`config.mk`:
```
export PLATFORM = sky130hd
export DESIGN_NAME = rr_arbiter_16
export DESIGN_NICKNAME = d
export VERILOG_FILES = /design/src/rtl/arb16_pkg.sv /design/src/rtl/decoder_4to16.sv /design/src/rtl/rr_arbiter_16.sv
export SDC_FILE = /design/constraint.sdc
export NUM_CORES = 1
export LEC_CHECK = 0
export ABC_AREA = 1
export BUFFER_PORTS_ARGS = -buffer_cell sky130_fd_sc_hd__buf_2
export CAP_MARGIN = 20
export CORE_AREA = 2 2 78 73
export DETAILED_ROUTE_END_ITERATION = 6
export DIE_AREA = 0 0 80 75
export PLACE_DENSITY_LB_ADDON = 0.05
export SYNTH_ARGS = -nofsm -noshare
export SYNTH_HDL_FRONTEND = slang
export SYNTH_SLANG_ARGS = --single-unit
export TNS_END_PERCENT = 1
```
`constraint.sdc`:
```
create_clock -name clk -period 9.2 [get_ports clk]
set_clock_uncertainty 0.2 [all_clocks]
set_input_delay 0.46 -clock clk [delete_from_list [all_inputs] [get_ports clk]]
set_output_delay 0.46 -clock clk [all_outputs]
set_load 0.03 [all_outputs]
```
`src/rtl/arb16_pkg.sv`:
```
// Shared constants, state encoding and round-robin pick function for the
// 16-way arbiter.
package arb16_pkg;

  localparam int N_REQ = 16;
  localparam int IDX_W = 4;

  typedef enum logic [1:0] {
    ST_IDLE  = 2'd0,
    ST_GRANT = 2'd1,
    ST_GAP   = 2'd2
  } arb_state_e;

  // Scan last_idx+1, last_idx+2, ... (mod 16) and return the first requester
  // found. The offset of 16 wraps back to last_idx itself, so it is tried last.
  function automatic logic [IDX_W-1:0] rr_pick(input logic [N_REQ-1:0] req,
                                               input logic [IDX_W-1:0] last_idx);
    logic [IDX_W-1:0] cand;
    logic             found;
    rr_pick = last_idx;
    found   = 1'b0;
    for (int off = 1; off <= N_REQ; off++) begin
      cand = last_idx + off[IDX_W-1:0];
      if (!found && req[cand]) begin
        rr_pick = cand;
        found   = 1'b1;
      end
    end
  endfunction

endpackage

```
`src/rtl/decoder_4to16.sv`:
```
// 4-to-16 one-hot decoder with enable; the output is all zero when disabled.
module decoder_4to16 (
  input  logic        enable,
  input  logic [3:0]  binary_in,
  output logic [15:0] decoder_out
);

  always_comb begin
    decoder_out = '0;
    if (enable) decoder_out[binary_in] = 1'b1;
  end

endmodule

```
`src/rtl/rr_arbiter_16.sv`:
```
// Round-robin arbiter for 16 requesters with hold-until-release grants,
// a MAX_HOLD forced rotation and a programmable dead gap between grants.
module rr_arbiter_16
  import arb16_pkg::*;
#(
  parameter int MAX_HOLD   = 8,
  parameter int GAP_CYCLES = 1
) (
  input  logic        clk,
  input  logic        rst_n,
  input  logic [15:0] req,
  output logic        grant_valid,
  output logic [3:0]  grant_idx,
  output logic [15:0] grant_onehot,
  output logic        preempted
);

  localparam logic [7:0] HOLD_LIM = 8'(MAX_HOLD);
  localparam logic [1:0] GAP_LIM  = 2'(GAP_CYCLES);

  arb_state_e state_q, state_d;
  logic [3:0] idx_q, idx_d;
  logic [3:0] last_q, last_d;
  logic       valid_q, valid_d;
  logic [7:0] hold_q, hold_d;
  logic [1:0] gap_q, gap_d;
  logic       pre_q, pre_d;

  logic [3:0]  pickIdx;
  logic [15:0] otherReq;
  logic        take;

  assign pickIdx  = rr_pick(req, last_q);
  assign otherReq = req & ~(16'd1 << idx_q);

  always_ff @(posedge clk) begin
    if (!rst_n) begin
      state_q <= ST_IDLE;
      idx_q   <= 4'd0;
      last_q  <= 4'hF;
      valid_q <= 1'b0;
      hold_q  <= 8'd0;
      gap_q   <= 2'd0;
      pre_q   <= 1'b0;
    end else begin
      state_q <= state_d;
      idx_q   <= idx_d;
      last_q  <= last_d;
      valid_q <= valid_d;
      hold_q  <= hold_d;
      gap_q   <= gap_d;
      pre_q   <= pre_d;
    end
  end

  // The final GAP edge doubles as the first IDLE evaluation, so the
  // release-to-next-grant latency stays at GAP_CYCLES+1 edges.
  always_comb begin
    state_d = state_q;
    idx_d   = idx_q;
    last_d  = last_q;
    valid_d = valid_q;
    hold_d  = hold_q;
    gap_d   = gap_q;
    pre_d   = 1'b0;
    take    = 1'b0;
    unique case (state_q)
      ST_IDLE: take = |req;
      ST_GRANT: begin
        if (!req[idx_q] || (hold_q == HOLD_LIM && |otherReq)) begin
          pre_d   = req[idx_q];
          valid_d = 1'b0;
          last_d  = idx_q;
          hold_d  = 8'd0;
          gap_d   = 2'd0;
          state_d = (GAP_CYCLES == 0) ? ST_IDLE : ST_GAP;
        end else if (hold_q != HOLD_LIM) begin
          hold_d = hold_q + 8'd1;
        end
      end
      ST_GAP: begin
        if (gap_q + 2'd1 == GAP_LIM) begin
          gap_d   = 2'd0;
          state_d = ST_IDLE;
          take    = |req;
        end else begin
          gap_d = gap_q + 2'd1;
        end
      end
      default: state_d = ST_IDLE;
    endcase
    if (take) begin
      state_d = ST_GRANT;
      idx_d   = pickIdx;
      valid_d = 1'b1;
      hold_d  = 8'd1;
    end
  end

  assign grant_valid = valid_q;
  assign grant_idx   = idx_q;
  assign preempted   = pre_q;

  decoder_4to16 u_dec (
    .enable      (valid_q),
    .binary_in   (idx_q),
    .decoder_out (grant_onehot)
  );

endmodule

```
==> results.md <==
Critical path:
- The capturing instance or port of the critical path is grant_idx[1].
- The register-to-register setup slack is between 4 and 5 ns.
- The setup path with the least slack is of type register to register.
- The launching element type of the critical path is a register.
- The endpoint type of the worst setup path is a register.
- The launch point of the critical path is last_q[0].
- In this design, the stage delay of the slowest critical-path cell is 0.74 ns.
- The data required time at the worst endpoint is 9.16 ns.
- The slowest stage cell on the critical path is dfxtp_1.
- The most repeated library cell on the critical path is nand2_1.
- In this run the critical register-to-register path is launched from last_q[0].
- Measured in cells, the most critical reg-to-reg path has a length of 28.
- For the worst setup path, the data arrival time is 4.66 ns.
- The endpoint of the lowest-slack register-to-register path is grant_idx[1].
- Along the worst path, the maximum fanout reaches 22.

Synth:
- The sequential-to-total area share from yosys stat is 0.1379.
- The complex-gate fraction of the synthesized area is 0.1285.
- The share of the synthesized area in the top cell type is 0.2551.
- The synthesized-area fraction occupied by xor and xnor cells is 0.03683.
- The synthesis warning total is 0.
- Each instance of the synthesized netlist takes up on average 5.440 um^2.
- For this run, the leading register cell type out of synthesis is dfxtp_1.
- The total nets after synthesis is between 600 and 700.
- The synthesized design contains 0 enable-type register cells.
- nand2_1 takes more of the synthesized area than any other cell.
- The post-synth design cell area is 3193 um^2.
- After synthesis, the largest family of logic cells by area is simple AND/OR/NAND/NOR gates.
- After synthesis the netlist holds a flip-flop and latch count of 22.
- The adder and majority cell fraction of the synthesized area is 0.04702.
- After synthesis, the share of cell area in mux cells is 0.
- Of the total synthesized cell area, the portion taken by AND, OR, NAND and NOR gates is 0.5212.
- Counting every instance in the synthesized netlist gives 587.
- By area the synthesized netlist is led by nand2_1 26%, dfxtp_1 14%, nand3_1 13%.
- Of all flip-flops after synthesis, the portion carrying an async set or reset was 0.
- The number of different library cells used by synthesis comes to 44.

Global route:
- The initial antenna violation count came to 0.
- For this run, the total global-route usage over all layers was measured as 0.3345.
- The global-route wire length before repair is 15950 um.
- Entering global routing, the biggest net connects 23 pins.
- The via count of the first global-routing pass came to 3387.
- Summed over all layers, the global routing overflow is 0.

Routing:
- Wires add up to between 9000 and 10000 um.
- The routed layout has 3975 vias.
- In this run, the number of DRC markers left after iteration 0 of detailed routing was 455.
- After detailed routing, the average wire length per cell comes to between 10 and 15 um.
- The first detailed-routing pass took 6 iterations.
- The residual antenna-violating net count after detailed routing is 0.
- The DRC violation count after routing is 0.
- The average vias per placed instance is 5.828.

Run status:
- The flow ran to the end, and the final reports show no timing, DRC or antenna violations.

Place:
- During placement, the flow inserted port buffers numbering 39.
- The placed wire-length estimate is 7873 um.
- Before CTS, the worst setup slack after placement is ~4.6 ns.
- The congestion estimate from routability-driven global placement came to 1.038.

Hold path:
- The path category of the worst min-delay check is input port to register.
- The worst hold path was traced through 2 stages.

Clock tree:
- The number of buffers inserted by hold repair at cts is 0.
- In this run the number of H-tree levels came out at 1.
- The longest clock path from root to sink contains 2 buffers.
- The CTS tree is yes.
- CTS saw 22 sinks.
- The tree is rooted in a clkbuf_8.
- Once the clock tree was built, the setup fixing pass inserted 0 buffers.
- Gates resized during post-CTS repair numbered 0.
- Counting the buffers created by CTS gives 3.
- The clock latency on the worst-skew pair is roughly 0.26 ns.
- After clock tree synthesis, the clock-pin slew on the worst setup and hold paths is 0.07 ns.

Timing:
- Setup repair after global routing left no endpoint under its margin.
- The hold violation count in the final report was 0.
- Measured against its own limit, the worst slew margin works out to 0.3977.
- For this run, the top clock speed supported by timing is roughly 210 MHz.
- For the pin with the worst max-slew slack, the measured transition is 0.9022 ns.
- Counting I/O delays and the setup requirement, the final critical path takes 4.708 ns.
- The number of max-slew violations in the final report was 0.
- The aggregate negative setup slack is 0 ns.
- Once routing completed, OpenROAD measured the worst setup slack at 4.492 ns.
- Setup violations remaining at the end of the flow were counted as 0.
- In the finished design, the share of the clock period the worst path needs comes to 0.5117.

Die:
- The count of standard-cell rows is 25.
- The vertical die dimension is 75 um.
- The die area is 6000 um^2.
- The top-level I/O count is 40.
- For this configuration, the core starts out at a cell density of 0.6224.
- In this run the horizontal extent of the chip is ~80 um.
- The core region is 5130 um^2.

Finish:
- The final layout contains 647 nets.
- Compared with the post-synthesis result, the final layout area differs by 7.132%.
- The number of antenna diodes in the final layout is 0.
- Of the cells placed in the final design, the portion with a size suffix greater than 1 is 0.1154.

Run:
- The tool flagged a number of max-cap violations equal to 0.
## layout make-up
cell class,count,area (um^2)
Sequential cell,22,440.4
Tap cell,67,83.83
Clock buffer,3,41.29
Timing Repair Buffer,39,195.2
Multi-Input combinational cell,467,2342
Inverter,84,317.8
Fill cell,532,1709
## through the flow
stage / cell area (um^2) / instances / hold slack, ns / util
5_1_grt: 3421 / 682 / 0.2918 / 0.6668
3_3_place_gp: 3379 / 679 / 0.2743 / 0.6588
4_1_cts: 3421 / 682 / 0.2890 / 0.6668
3_5_place_dp: 3379 / 679 / 0.2858 / 0.6588
6_report: 3421 / 682 / 0.2959 / 0.6668
2_1_floorplan: 3193 / 587 / 0.2569 / -
## registers in the layout, summed over array words and instances, names as in the netlist
| name | flops |
|---|---|
| preempted | 1 |
| gap_q | 2 |
| last_q | 4 |
| hold_q | 8 |
| state_q | 2 |
| grant_idx | 4 |
| grant_valid | 1 |
## cells in the mapped netlist, types with 2 or more instances
cell type / n
a21oi_1: 18
a22oi_1: 5
a31oi_1: 3
buf_2: 5
buf_6: 4
clkbuf_1: 3
dfxtp_1: 22
ha_1: 12
inv_1: 74
inv_2: 8
nand2_1: 217
nand2_2: 6
nand3_1: 84
nand4_1: 12
nor2_1: 33
nor2_4: 4
nor3_1: 8
nor3_4: 2
nor3b_1: 2
nor4_1: 6
o211ai_1: 6
o21a_1: 2
o21ai_0: 22
o31ai_1: 2
xnor2_2: 2
xor2_1: 6
xor2_2: 2
## layer usage
layer | share of wire | global-route usage
met2 | 0.44 | 0.5370
met5 | 0 | 0
met3 | 0.12 | 0.04077
met4 | 0.013 | 0.06403
met1 | 0.42 | 0.4890
## how the worst min path moves through the flow
stage | slack [ns] | start | to
CTS | 0.29 | rst_n | last_q[1]
global placement | 0.27 | gap_q[0] | gap_q[0]
floorplan | 0.26 | hold_q[0] | hold_q[0]
detailed placement | 0.29 | gap_q[0] | gap_q[0]
global route | 0.29 | rst_n | last_q[2]
finish | 0.30 | rst_n | last_q[3]
## layout by cell type (no fill, tap or decap), types with 2 or more instances in the layout
master | synthesis | routed
a21oi_1 | 18 | 18
a22oi_1 | 5 | 5
a31oi_1 | 3 | 3
buf_2 | 5 | 39
clkbuf_8 | 0 | 3
dfxtp_1 | 22 | 22
ha_1 | 12 | 12
inv_1 | 74 | 74
inv_2 | 8 | 8
nand2_1 | 217 | 217
nand2_2 | 6 | 6
nand3_1 | 84 | 84
nand4_1 | 12 | 12
nor2_1 | 33 | 33
nor2_4 | 4 | 4
nor3_1 | 8 | 8
nor3_4 | 2 | 2
nor3b_1 | 2 | 2
nor4_1 | 6 | 6
o211ai_1 | 6 | 6
o21a_1 | 2 | 2
o21ai_0 | 22 | 22
o31ai_1 | 2 | 2
xnor2_2 | 2 | 2
xor2_1 | 6 | 6
xor2_2 | 2 | 2
## worst max-delay path: cells and delay by family, from the launching register on
family                     cells  cell delay [ns]
and+or+nand+nor               21             2.09
DFF                            1             0.74
adders and majority gates      1             0.58
buffers and inverters          4             0.80
AOI/OAI and AO/OA              2             0.19
## logic make-up after synthesis
logic type               Yosys count
AO/OA/AOI/OAI                     68
buffers and inverters             98
AND/OR/NAND/NOR                  377
XOR/XNOR                          10
adder cells (fa/ha/maj)           12
flip-flops                        22
Power is not shown: default switching activity piles up to over one toggle a cycle in this logic, so the estimate is an artifact.
